## src/rtl/iram_arb.sv

```systemverilog
// rtl/iram_arb.sv - instruction RAM arbiter between fetch stage and loader/debug port
//
// Purpose:
//   Shares one synchronous single-port IRAM (1-cycle read latency) between the
//   fetch stage and a loader/debug port. One grant per cycle at most, read data
//   is steered back to whichever requester owned the read one cycle earlier.
//
// Optional feature macro: IRAM_ARB_STARVE_EN
//   Defined   : loader is forced to win after STARVE_LIMIT consecutive losses.
//   Undefined : fetch has strict priority except while LdLock is high.
//
// Ports:
//   Clk, Reset            clock, synchronous active-high reset
//   FetchReq/FetchAddr    fetch read request
//   FetchGnt              fetch accepted this cycle (combinational)
//   FetchData/FetchValid  fetch read return (valid one cycle after grant)
//   Stall                 hold fetch stage (combinational)
//   LdReq/LdWe/LdAddr     loader request, write strobe, address
//   LdWData/LdLock        loader write data, exclusive-ownership lock
//   LdGnt                 loader accepted this cycle (combinational)
//   LdRData/LdValid       loader read return (reads only)
//   MemEn/MemWe/MemAddr   IRAM command
//   MemWData/MemRData     IRAM write data / read data

module iram_arb #(
    parameter int ADDR_W       = 32,
    parameter int STARVE_LIMIT = 4
) (
    input  logic              Clk,
    input  logic              Reset,

    input  logic              FetchReq,
    input  logic [ADDR_W-1:0] FetchAddr,
    output logic              FetchGnt,
    output logic [31:0]       FetchData,
    output logic              FetchValid,
    output logic              Stall,

    input  logic              LdReq,
    input  logic              LdWe,
    input  logic [ADDR_W-1:0] LdAddr,
    input  logic [31:0]       LdWData,
    input  logic              LdLock,
    output logic              LdGnt,
    output logic [31:0]       LdRData,
    output logic              LdValid,

    output logic              MemEn,
    output logic              MemWe,
    output logic [ADDR_W-1:0] MemAddr,
    output logic [31:0]       MemWData,
    input  logic [31:0]       MemRData
);

    typedef enum logic [1:0] {
        ST_NONE  = 2'd0,
        ST_RET_F = 2'd1,
        ST_RET_L = 2'd2
    } ret_state_t;

    ret_state_t  r_state;
    ret_state_t  w_state_next;

    logic        w_starve_force;
    logic        w_fetch_gnt;
    logic        w_ld_gnt;
    logic        w_fetch_valid;
    logic        w_ld_valid;
    logic [31:0] r_fetch_hold;
    logic [31:0] r_ld_hold;

    // ------------------------------------------------------------------
    // Starvation counter: counts consecutive cycles the loader asked and
    // lost. It can never pass STARVE_LIMIT because reaching the limit
    // forces a loader grant, which clears it.
    // ------------------------------------------------------------------
`ifdef IRAM_ARB_STARVE_EN
    localparam int CNT_W = $clog2(STARVE_LIMIT + 1);

    logic [CNT_W-1:0] r_starve_cnt;

    always_ff @(posedge Clk) begin
        if (Reset) begin
            r_starve_cnt <= '0;
        end else if (LdReq && !w_ld_gnt) begin
            r_starve_cnt <= r_starve_cnt + CNT_W'(1);
        end else begin
            r_starve_cnt <= '0;
        end
    end

    // Only meaningful while the loader is still asking.
    assign w_starve_force = LdReq && (r_starve_cnt == CNT_W'(STARVE_LIMIT));
`else
    assign w_starve_force = 1'b0;
`endif

    // ------------------------------------------------------------------
    // Grant priority: locked loader, starved loader, fetch, idle loader.
    // A lock blocks fetch even when the loader has nothing to do.
    // ------------------------------------------------------------------
    always_comb begin
        w_fetch_gnt = 1'b0;
        w_ld_gnt    = 1'b0;
        if (!Reset) begin
            if (LdLock) begin
                w_ld_gnt = LdReq;
            end else if (w_starve_force) begin
                w_ld_gnt = 1'b1;
            end else if (FetchReq) begin
                w_fetch_gnt = 1'b1;
            end else if (LdReq) begin
                w_ld_gnt = 1'b1;
            end
        end
    end

    assign FetchGnt = w_fetch_gnt;
    assign LdGnt    = w_ld_gnt;
    assign Stall    = Reset || (FetchReq && !w_fetch_gnt);

    // IRAM command is driven by the winner in the grant cycle.
    assign MemEn    = w_fetch_gnt || w_ld_gnt;
    assign MemWe    = w_ld_gnt && LdWe;
    assign MemAddr  = w_ld_gnt ? LdAddr : FetchAddr;
    assign MemWData = LdWData;

    // ------------------------------------------------------------------
    // Pending-return FSM: remembers who owns the read data arriving next
    // cycle. Loader writes return nothing.
    // ------------------------------------------------------------------
    always_ff @(posedge Clk) begin
        if (Reset) begin
            r_state <= ST_NONE;
        end else begin
            r_state <= w_state_next;
        end
    end

    always_comb begin
        w_state_next = ST_NONE;
        if (w_fetch_gnt) begin
            w_state_next = ST_RET_F;
        end else if (w_ld_gnt && !LdWe) begin
            w_state_next = ST_RET_L;
        end
    end

    // A return already in flight when Reset rises is dropped, so valids are
    // masked by Reset as well as by the state.
    always_comb begin
        w_fetch_valid = 1'b0;
        w_ld_valid    = 1'b0;
        case (r_state)
            ST_RET_F: w_fetch_valid = !Reset;
            ST_RET_L: w_ld_valid    = !Reset;
            default: begin
                w_fetch_valid = 1'b0;
                w_ld_valid    = 1'b0;
            end
        endcase
    end

    assign FetchValid = w_fetch_valid;
    assign LdValid    = w_ld_valid;

    // ------------------------------------------------------------------
    // Return data passes straight through from the IRAM in the valid
    // cycle and is captured so the outputs keep the last value after.
    // ------------------------------------------------------------------
    always_ff @(posedge Clk) begin
        if (Reset) begin
            r_fetch_hold <= '0;
            r_ld_hold    <= '0;
        end else begin
            if (w_fetch_valid) begin
                r_fetch_hold <= MemRData;
            end
            if (w_ld_valid) begin
                r_ld_hold <= MemRData;
            end
        end
    end

    assign FetchData = w_fetch_valid ? MemRData : r_fetch_hold;
    assign LdRData   = w_ld_valid    ? MemRData : r_ld_hold;

endmodule

```

## config.mk

```make
export PLATFORM = sky130hd
export DESIGN_NAME = iram_arb
export DESIGN_NICKNAME = d
export VERILOG_FILES = /design/src/rtl/iram_arb.sv
export SDC_FILE = /design/constraint.sdc
export NUM_CORES = 1
export LEC_CHECK = 0
export ABC_AREA = 1
export CAP_MARGIN = 20
export CORE_AREA = 2 2 106 108
export CTS_BUF_LIST = sky130_fd_sc_hd__clkbuf_8
export DETAILED_ROUTE_END_ITERATION = 10
export DIE_AREA = 0 0 108 110
export GPL_TIMING_DRIVEN = 0
export PLACE_DENSITY = 0.91
export SETUP_SLACK_MARGIN = 0.3
export SLEW_MARGIN = 5
export SYNTH_ARGS = -nofsm -noshare
export SYNTH_HDL_FRONTEND = slang
export SYNTH_SLANG_ARGS = --single-unit
```

## constraint.sdc

```tcl
create_clock -name Clk -period 1.9 [get_ports Clk]
set_input_delay 0.19 -clock Clk [delete_from_list [all_inputs] [get_ports Clk]]
set_output_delay 0.19 -clock Clk [all_outputs]
set_load 0.03 [all_outputs]
```

==> impl_metrics.env, run 1 <==
export IMPL_synth_edf_count=0
export IMPL_final_setup_worst_slack_ns=0.122
export IMPL_initialDrtViolationCount=240
export IMPL_worst_slew_margin_rel_pct=61.7
export IMPL_grt_ovfl_total=0
export IMPL_min_path_type="in2reg"
export IMPL_clock_sinks=66
export IMPL_critical_path_top_delay_family="buffers and inverters"
export IMPL_wire_length_of_the_first_global_routing_pass_um=22700
export IMPL_total_standard_cell_area_after_synthesis_mm2=0.00383
export IMPL_ir_worst_vdd_v=0.000533
export IMPL_synth_avg_cell_area_um2=5.77
export IMPL_detailedPlace_worstSlack_ns=-0.811
export IMPL_die_x_um=108
export IMPL_grt_setup_unrepaired="true"
export IMPL_fin_util_pct=71.5
export IMPL_final_min_clock_period_ns=1.78
export IMPL_fraction_of_final_layout_cells_with_drive_strength_greater_than_1_pct=37.2
export IMPL_route_final_wire_length_um=15700
export IMPL_post_route_drc_count=0
export IMPL_port_buffers=235
export IMPL_final_hold_viols=0
export IMPL_dominant_cell_by_count_in_the_synthesized_netlist="nand2_1"
export IMPL_cts_buffers=9
export IMPL_critical_path_endpoint_type="output pin"
export IMPL_worst_slew_pin_slew_ns=0.574
export IMPL_post_synth_inst_count=664
export IMPL_drt_vias_per_instance=4.46
export IMPL_grt_pass1_vias=4850
export IMPL_antennaDiodeCount=0
export IMPL_postCtsHoldBufs=0
export IMPL_floorplan_initialDensity_pct=35.8
export IMPL_cts_tree="built"
export IMPL_setup_tns_final_ns=0
export IMPL_number_of_warnings_reported_in_the_yosys_synthesis_log=0
export IMPL_yosys_register_bits=66
export IMPL_finClkSkew_ns=0.0136
export IMPL_cts_root_buf="clkbuf_8"
export IMPL_crit_chain="nor2_4, buf_4, buf_4, nand3_1, nand2_2, inv_1, buf_2"
export IMPL_synth_async_sr_flop_share_pct=0
export IMPL_filler_cell_count=816
export IMPL_critical_path_slowest_cell="dfxtp_4"
export IMPL_grt_antenna_before_repair=0
export IMPL_routed_top_layer="met4"
export IMPL_worst_path_largest_cell_delay_ns=0.37
export IMPL_power_leakage_uw=0.00422
export IMPL_globalplace_congestion=0.834
export IMPL_power_density_cell_area_mw_per_mm2=571
export IMPL_cp_start_kind="register"
export IMPL_ys_types=17
export IMPL_ant_nets=0
export IMPL_area_delta_synth_final_pct=99.7
export IMPL_netlist_area_leader_share_pct=34.5
export IMPL_final_min_period_over_clock_period_pct=93.6
export IMPL_cts_max_path_buffers=2
export IMPL_number_of_pins_with_negative_max_slew_slack_in_the_final_report=0
export IMPL_register_area_mm2=0.00133
export IMPL_clk_pin_slew_ns=0.08
export IMPL_std_cell_rows=38
export IMPL_wl_met2_um=8310
export IMPL_timing_critical_path_mode_cell="buf_4"
export IMPL_detailroute_via_count=4980
export IMPL_syn_num_nets=798
export IMPL_worstPathBufferInverterCount=4
export IMPL_routed_wl_met3_um=1160
export IMPL_finalSetupViolations=0
export IMPL_worstPathArrival_ns=1.59
export IMPL_dp_final_hpwl_um=10200
export IMPL_synth_common_cells="227 x nand2_1, 165 x inv_1, 68 x nor2_1"
export IMPL_critical_path_required_ns=1.71
export IMPL_outcome="completed"
export IMPL_ys_flop_type="dfxtp_1"
export IMPL_maximum_level_of_the_cts_h_tree=3
export IMPL_worst_skew_pair_late_latency_ns=0.34
export IMPL_number_of_nets_at_the_end_of_the_flow=1106
export IMPL_ys_seq_area_share_pct=34.5
export IMPL_drtPass1Iterations=4
export IMPL_die_h_um=110
export IMPL_globalRouteTotalUtil_pct=24.5
export IMPL_fin_worst_hold_slack_ns=0.385
export IMPL_worst_path_maximum_fanout=6
export IMPL_multiInputGateArea_mm2=0.00193
export IMPL_wl_met1_um=5860
export IMPL_max_cap_viol_count=0
export IMPL_synth_largest_area_cell="dfxtp_1"
export IMPL_cells_taking_the_most_area_after_synthesis="dfxtp_1 34%, nand2_1 22%, inv_1 16%"
export IMPL_worst_setup_path_type="reg2out"
export IMPL_grt_max_degree=14
export IMPL_coreArea_mm2=0.0107
export IMPL_wire_per_inst_um=14.1
export IMPL_io_pins=269
export IMPL_fp_dieArea_mm2=0.0119
export IMPL_max_freq_ghz=0.562
==> logic make-up (layout without fill, tap and decap cells) <==
group | after synthesis | after routing | share of synthesized area (%)
AO/OA/AOI/OAI | 1 | 1 | 0.131
AND/OR/NAND/NOR | 364 | 365 | 38.6
flip-flops | 66 | 66 | 34.5
buffers and inverters | 233 | 545 | 26.8
==> worst reg2reg max path, stage by stage, from the launching register on <==
cell	delay (ns)
dfxtp_4	0.37
buf_4	0.14
nand3_4	0.15
buf_6	0.18
nand2_2	0.08
nand2_4	0.06
buf_4	0.13
buf_4	0.12
buf_4	0.12
buf_4	0.12
buf_4	0.12
nor2_1	0.07
==> sequential cells by signal, indices dropped and copies added, names as in the netlist <==
register,cells
r_fetch_hold,32
r_ld_hold,32
r_state,2
==> per-stage QoR <==
stage | power, µW | instance area (µm²) | instances
after floorplan | 2170 | 3830 | 664
after global placement | 2790 | 6360 | 1039
after detailed placement | 2810 | 6360 | 1039
after CTS | 4240 | 7070 | 1101
after global routing | 4550 | 7650 | 1117
final | 4370 | 7650 | 1117
==> repair_timing <==
item | in CTS | in global routing
buffers inserted | 40 | 12
pin swaps | 30 | 34
resized for setup | 709 | 158
gates cloned | 6 | 4
setup endpoints to repair | 103 | 86
==> final timing paths <==
kind                            slack [ns]         endpoint  cells after the start          start
worst max-delay path                  0.12       LdRData[3]                      7     r_state[0]
worst min-delay path                  0.38       r_state[0]                      3          Reset
worst max register to register        0.18  r_fetch_hold[2]                     11     r_state[0]
worst min register to register        0.53    r_ld_hold[10]                      4  r_ld_hold[10]
==> routing by layer <==
| metal | vias up | GRT usage [%] |
|---|---|---|
| met2 | 231 | 45.3 |
| li1 | 2460 | - |
| met3 | 30 | 6.70 |
| met5 | - | 0 |
| met4 | 0 | 9.07 |
| met1 | 2259 | 26.7 |
==> area by class of cell <==
cell class                      instances  share of cell area, %
Buffer                                 65                   7.02
Clock buffer                            9                   1.62
Clock inverter                          7                   1.34
Inverter                              168                   8.48
Multi-Input combinational cell        366                   25.2
Sequential cell                        66                   17.3
Tap cell                              140                   2.29
Timing Repair Buffer                  296                   36.7
==> layout by cell type (no fill, tap or decap), types with 2 or more instances in the layout <==
cell and n:
buf_2 23, buf_4 112, buf_6 63, buf_8 10, bufinv_16 2, clkbuf_1 4, clkbuf_16 2, clkbuf_2 4
clkbuf_4 5, clkbuf_8 9, clkdlybuf4s50_1 129, clkinv_4 3, dfxtp_1 64, dlygate4sd2_1 4, inv_1 130, inv_2 35
inv_6 2, inv_8 2, nand2_1 181, nand2_2 35, nand2_4 12, nand3_1 32, nand3_2 22, nand3_4 13
nor2_1 67, nor2_4 2
==> power breakdown <==
group	leakage [µW]	internal [µW]	switching, µW	total [µW]
clock network	0.000115	753	600	1350
logic	0.00357	721	854	1570
registers	0.000537	1430	12.4	1440
total	0.00422	2900	1470	4370
(Power assumes the default switching activity.)
==> inputs of run 2 (changes only) <==
- TNS_END_PERCENT: unset -> 20
==> run 2 against run 1 <==
  * Worst hold slack got worse by 0.018 ns
  * Worst setup slack lost 0.0061 ns
  * Final area fell by 11%
  * Core utilization is 7.9 points lower
  * Sequential share of layout area rose by 2.1 points
  * Clock skew shrank 0.0019 ns
  * Clock power is essentially flat
  * Largest power group is now registers
==> impl_metrics.env, run 2 (synthesis results as in run 1) <==
export IMPL_outcome="completed"
export IMPL_filler_cell_count=973
export IMPL_worst_slew_pin_slew_ns=0.543
export IMPL_std_cell_rows=38
export IMPL_layout_cells_most_common_list="220 x nand2_1, 158 x inv_1, 129 x clkdlybuf4s50_1, 89 x buf_4, 68 x nor2_1"
export IMPL_multiInputGateArea_mm2=0.00153
export IMPL_drt_vias_per_instance=4.33
export IMPL_wire_per_inst_um=12.7
export IMPL_max_freq_ghz=0.560
export IMPL_cp_start_kind="register"
export IMPL_grt_max_degree=14
export IMPL_fp_dieArea_mm2=0.0119
export IMPL_final_min_clock_period_ns=1.78
export IMPL_number_of_pins_with_negative_max_slew_slack_in_the_final_report=0
export IMPL_ant_nets=0
export IMPL_final_hold_viols=0
export IMPL_worst_path_largest_cell_delay_ns=0.31
export IMPL_worst_path_maximum_fanout=8
export IMPL_io_pins=269
export IMPL_coreArea_mm2=0.0107
export IMPL_floorplan_initialDensity_pct=35.8
export IMPL_maximum_level_of_the_cts_h_tree=3
export IMPL_power_density_cell_area_mw_per_mm2=610
export IMPL_wire_length_of_the_first_global_routing_pass_um=20700
export IMPL_port_buffers=235
export IMPL_worstPathArrival_ns=1.59
export IMPL_cts_buffers=9
export IMPL_die_h_um=110
export IMPL_fraction_of_final_layout_cells_with_drive_strength_greater_than_1_pct=23.7
export IMPL_global_route_peak_usage_layer="met2"
export IMPL_final_min_period_over_clock_period_pct=93.9
export IMPL_post_route_drc_count=0
export IMPL_cts_root_buf="clkbuf_8"
export IMPL_detailroute_via_count=4673
export IMPL_grt_antenna_before_repair=0
export IMPL_timing_critical_path_mode_cell="nand2_1"
export IMPL_globalRouteTotalUtil_pct=22.3
export IMPL_grt_pass1_vias=4349
export IMPL_max_cap_viol_count=0
export IMPL_drtPass1Iterations=7
export IMPL_min_path_type="in2reg"
export IMPL_critical_path_slowest_cell="dfxtp_1"
export IMPL_grt_setup_unrepaired="true"
export IMPL_clock_sinks=66
export IMPL_antennaDiodeCount=0
export IMPL_grt_ovfl_total=0
export IMPL_ir_worst_vdd_v=0.000547
export IMPL_finClkSkew_ns=0.0117
export IMPL_area_delta_synth_final_pct=77.5
export IMPL_initialDrtViolationCount=204
export IMPL_worst_slew_margin_rel_pct=63.8
export IMPL_final_setup_worst_slack_ns=0.116
export IMPL_reg_top3="r_fetch_hold: 32 flops, r_ld_hold: 32 flops, r_state: 2 flops"
export IMPL_cts_tree="built"
export IMPL_globalplace_congestion=0.834
export IMPL_globalRouteMet2Util_pct=39.4
export IMPL_clk_pin_slew_ns=0.08
export IMPL_critical_path_required_ns=1.71
export IMPL_critical_path_top_delay_family="buffers and inverters"
export IMPL_register_area_mm2=0.00133
export IMPL_route_final_wire_length_um=13700
export IMPL_layout_commonest_cell="nand2_1"
export IMPL_power_leakage_uw=0.00405
export IMPL_critical_path_endpoint_type="output pin"
export IMPL_fin_util_pct=63.6
export IMPL_worstPathBufferInverterCount=6
export IMPL_dp_final_hpwl_um=10200
export IMPL_final_cell_area_mm2=0.00680
export IMPL_dpl_cell_area_mm2=0.00636
export IMPL_crit_chain="buf_6, inv_2, nand3_4, buf_12, clkbuf_16, nand2_1, nand2_1, inv_1, buf_2"
export IMPL_globalRouteMet1Util_pct=26.5
export IMPL_grtUsageMet3_pct=5.88
export IMPL_worst_setup_path_type="reg2out"
export IMPL_worst_skew_pair_late_latency_ns=0.34
export IMPL_cts_max_path_buffers=2
export IMPL_die_x_um=108
export IMPL_number_of_nets_at_the_end_of_the_flow=1068
export IMPL_finalSetupViolations=0
export IMPL_detailedPlace_worstSlack_ns=-0.811
-- run 2: cell count changes in the layout (fill, tap and decap cells not counted), moves of 21 or more --
| cell | delta |
|---|---|
| buf_6 | -33 |
| nand3_1 | +31 |
| nand2_1 | +39 |
| inv_1 | +28 |
| nand3_2 | -21 |
| inv_2 | -27 |
| buf_4 | -23 |
| nand2_2 | -29 |
-- run 2: worst min-delay path, cell delays in order --
cell and delay (ns):
buf_2 0.16, buf_2 0.21, nor2_1 0.11
-- run 2: report_power, final --
group | switching, µW | internal [µW] | leakage (µW)
Sequential | 12.0 | 1430 | 0.000536
Combinational | 758 | 611 | 0.00340
Clock | 587 | 752 | 0.000115
Total | 1360 | 2790 | 0.00405
-- run 2: worst paths after layout --
kind                 start               end  slack (ns)  cells after the start
max reg2reg     r_state[1]  r_fetch_hold[25]        0.71                      8
min reg2reg  r_ld_hold[10]     r_ld_hold[10]        0.52                      4
min                  Reset        r_state[0]        0.37                      3
max             r_state[1]      FetchData[3]        0.12                      9
-- run 2: layout make-up --
type / count / share of cell area [%]
Clock inverter: 7 / 1.51
Multi-Input combinational cell: 365 / 22.5
Sequential cell: 66 / 19.5
Timing Repair Buffer: 259 / 35.1
Clock buffer: 9 / 1.82
Inverter: 168 / 9.42
Tap cell: 140 / 2.58
Buffer: 65 / 7.55
-- run 2: through the flow --
stage          hold WS [ns]  setup TNS, ns  power [µW]  std cells
3_3_place_gp          0.511         -29.19        2790       1039
6_report              0.366              0        4150       1079
2_1_floorplan         0.262              0        2170        664
4_1_cts               0.363              0        4100       1067
3_5_place_dp          0.514         -30.38        2810       1039
5_1_grt               0.378              0        4340       1079
-- run 2: repair_timing --
item | in CTS | in global routing
setup buffers | 8 | 9
pin swaps | 3 | 3
hold buffers | 0 | 0
setup endpoints to repair | 103 | 82
gates resized for setup | 567 | 122
cloned | 4 | 3
-- run 2: per-layer routing --
metal,wire (µm),vias up
li1,-,2392
met1,5470,2054
met2,6880,202
met3,1020,25
met4,299,0
met5,0,-
==> inputs of run 3 (changes only) <==
- SETUP_SLACK_MARGIN: 0.3 -> 0.5
==> run 3 against run 2 <==
  * Wire length fell by 0.30%
  * Die area did not move
  * Fmax rose by 1.0%
  * Register-to-register slack got worse by 0.09 ns
  * Combinational power barely moved
  * Clock skew rose by 0.0017 ns
  * Final area fell by 0.85%
  * Clock power fell by 22%
  * Sequential cell count did not move
  * Cell count fell by 0.37%
  * Critical path type unchanged
==> impl_metrics.env, run 3 (synthesis results as in run 1) <==
export IMPL_grtUsageMet3_pct=4.88
export IMPL_final_min_clock_period_ns=1.77
export IMPL_setup_tns_final_ns=0
export IMPL_setup_slack_reg_to_reg_ns=0.62
export IMPL_drt_vias_per_instance=4.31
export IMPL_power_leakage_uw=0.00398
export IMPL_final_setup_worst_slack_ns=0.134
export IMPL_outcome="completed"
export IMPL_cts_max_path_buffers=2
export IMPL_number_of_pins_with_negative_max_slew_slack_in_the_final_report=0
export IMPL_r2r_worst_path_cells=8
export IMPL_area_delta_synth_final_pct=76.0
export IMPL_worstHoldPathCells=5
export IMPL_initialDrtViolationCount=146
export IMPL_globalRouteMet2Util_pct=42.5
export IMPL_final_min_period_over_clock_period_pct=93.0
export IMPL_detailedPlace_worstSlack_ns=-0.763
export IMPL_fp_dieArea_mm2=0.0119
export IMPL_grt_setup_unrepaired="true"
export IMPL_worst_slew_pin_slew_ns=0.537
export IMPL_wire_per_inst_um=12.7
export IMPL_grt_max_degree=13
export IMPL_port_buffers=235
export IMPL_cts_root_buf="clkbuf_8"
export IMPL_coreArea_mm2=0.0107
export IMPL_critical_path_startpoint="r_state[1]"
export IMPL_floorplan_initialDensity_pct=35.8
export IMPL_drtPass1Iterations=4
export IMPL_finClkSkew_ns=0.0133
export IMPL_critical_path_required_ns=1.71
export IMPL_finalSetupViolations=0
export IMPL_std_cell_rows=38
export IMPL_layout_commonest_cell="nand2_1"
export IMPL_power_density_cell_area_mw_per_mm2=572
export IMPL_worst_skew_pair_late_latency_ns=0.34
export IMPL_globalRouteMet1Util_pct=24.4
export IMPL_post_route_drc_count=0
export IMPL_worst_setup_path_type="reg2out"
export IMPL_grt_pass1_vias=4390
export IMPL_clk_pin_slew_ns=0.07
export IMPL_ir_worst_vdd_v=0.000280
export IMPL_global_route_peak_usage_layer="met2"
export IMPL_max_cap_viol_count=0
export IMPL_critical_path_endpoint_type="output pin"
export IMPL_final_hold_viols=0
export IMPL_worst_slew_margin_rel_pct=64.2
export IMPL_reg_top3="r_fetch_hold: 32 flops, r_ld_hold: 32 flops, r_state: 2 flops"
export IMPL_grt_antenna_before_repair=0
export IMPL_worst_path_maximum_fanout=8
export IMPL_max_freq_ghz=0.566
export IMPL_totalPowerFinal_uw=3860
export IMPL_fraction_of_final_layout_cells_with_drive_strength_greater_than_1_pct=23.0
export IMPL_maximum_level_of_the_cts_h_tree=3
export IMPL_wire_length_of_the_first_global_routing_pass_um=20700
export IMPL_die_x_um=108
export IMPL_number_of_nets_at_the_end_of_the_flow=1064
export IMPL_timing_rr_end="r_fetch_hold[27]"
export IMPL_detailroute_via_count=4635
export IMPL_min_path_type="in2reg"
export IMPL_holdCritStartpoint="Reset"
export IMPL_worstPathArrival_ns=1.58
export IMPL_cp_start_kind="register"
export IMPL_die_h_um=110
export IMPL_globalplace_congestion=0.816
export IMPL_io_pins=269
export IMPL_worst_case_hold_path_end_point="r_fetch_hold[1]"
export IMPL_route_final_wire_length_um=13600
export IMPL_cts_buffers=9
export IMPL_clock_sinks=66
export IMPL_layout_cells_most_common_list="220 x nand2_1, 165 x inv_1, 129 x clkdlybuf4s50_1, 112 x buf_4, 68 x nor2_1"
export IMPL_timing_rr_start="r_state[1]"
export IMPL_grt_ovfl_total=0
export IMPL_globalRouteTotalUtil_pct=22.4
export IMPL_ant_nets=0
export IMPL_antennaDiodeCount=0
export IMPL_dp_final_hpwl_um=10200
export IMPL_cts_tree="built"
## run 3: changes by cell type in the layout (fill, tap and decap cells not counted), moves of 2 or more
cell / delta
bufinv_16: -2
clkbuf_16: -3
clkbuf_4: -8
clkdlybuf4s15_2: +5
inv_1: +7
clkinvlp_4: +2
buf_6: -2
clkinv_4: -2
dlygate4sd2_1: -2
buf_4: +23
buf_16: +2
inv_2: -6
buf_2: -19
## run 3: worst max-delay path, cell delays in order, from the launching register on
cell and delay (ns):
dfxtp_2 0.32, buf_6 0.14, nor2_4 0.13, buf_4 0.14
buf_6 0.12, nand3_1 0.07, nand2_1 0.11, inv_1 0.05
buf_4 0.16
## run 3: final cells by class
type | count | area [µm²]
buffer | 65 | 536
clock buffer | 9 | 124
clock inverter | 7 | 46.3
fill | 993 | 3960
inverter | 168 | 646
multi-input combinational | 365 | 1530
sequential | 66 | 1330
tap | 140 | 175
timing repair buffer | 255 | 2360
## run 3: worst max-delay path by stage
stage	endpoint	slack, ns
finish	FetchData[20]	0.13
global route	FetchData[20]	0.05
CTS	FetchData[25]	0.16
detailed placement	MemAddr[28]	-0.76
global placement	MemAddr[28]	-0.75
floorplan	MemAddr[22]	0.51
## run 3: power by group
group / switching [µW] / internal (µW) / total [µW]
Clock: 566 / 471 / 1040
Sequential: 13.3 / 1430 / 1440
Combinational: 759 / 621 / 1380
Total: 1340 / 2520 / 3860
## run 3: timing repair
item	in CTS	in global routing
endpoints found under the hold margin	0	0
pin swaps	7	5
buffers inserted	8	7
gates resized for setup	641	30
gates cloned	3	2
hold buffers	0	0
setup endpoints to repair	103	82
## run 3: metal layers
metal  share of wire (%)  vias to the layer above
li1                    -                     2377
met1                  37                     2055
met2                  54                      184
met3                 7.1                       19
met4                 1.9                        0
met5                   0                        -
## run 3: metrics by stage
step | instances | util, % | hold WS [ns] | cell area (µm²)
final | 1075 | 63.0 | 0.338 | 6740
after global routing | 1075 | 63.0 | 0.372 | 6740
after CTS | 1066 | 61.4 | 0.325 | 6570
after detailed placement | 1039 | 59.4 | 0.513 | 6360
after global placement | 1039 | 59.4 | 0.509 | 6360
after floorplan | 664 | - | 0.262 | 3830
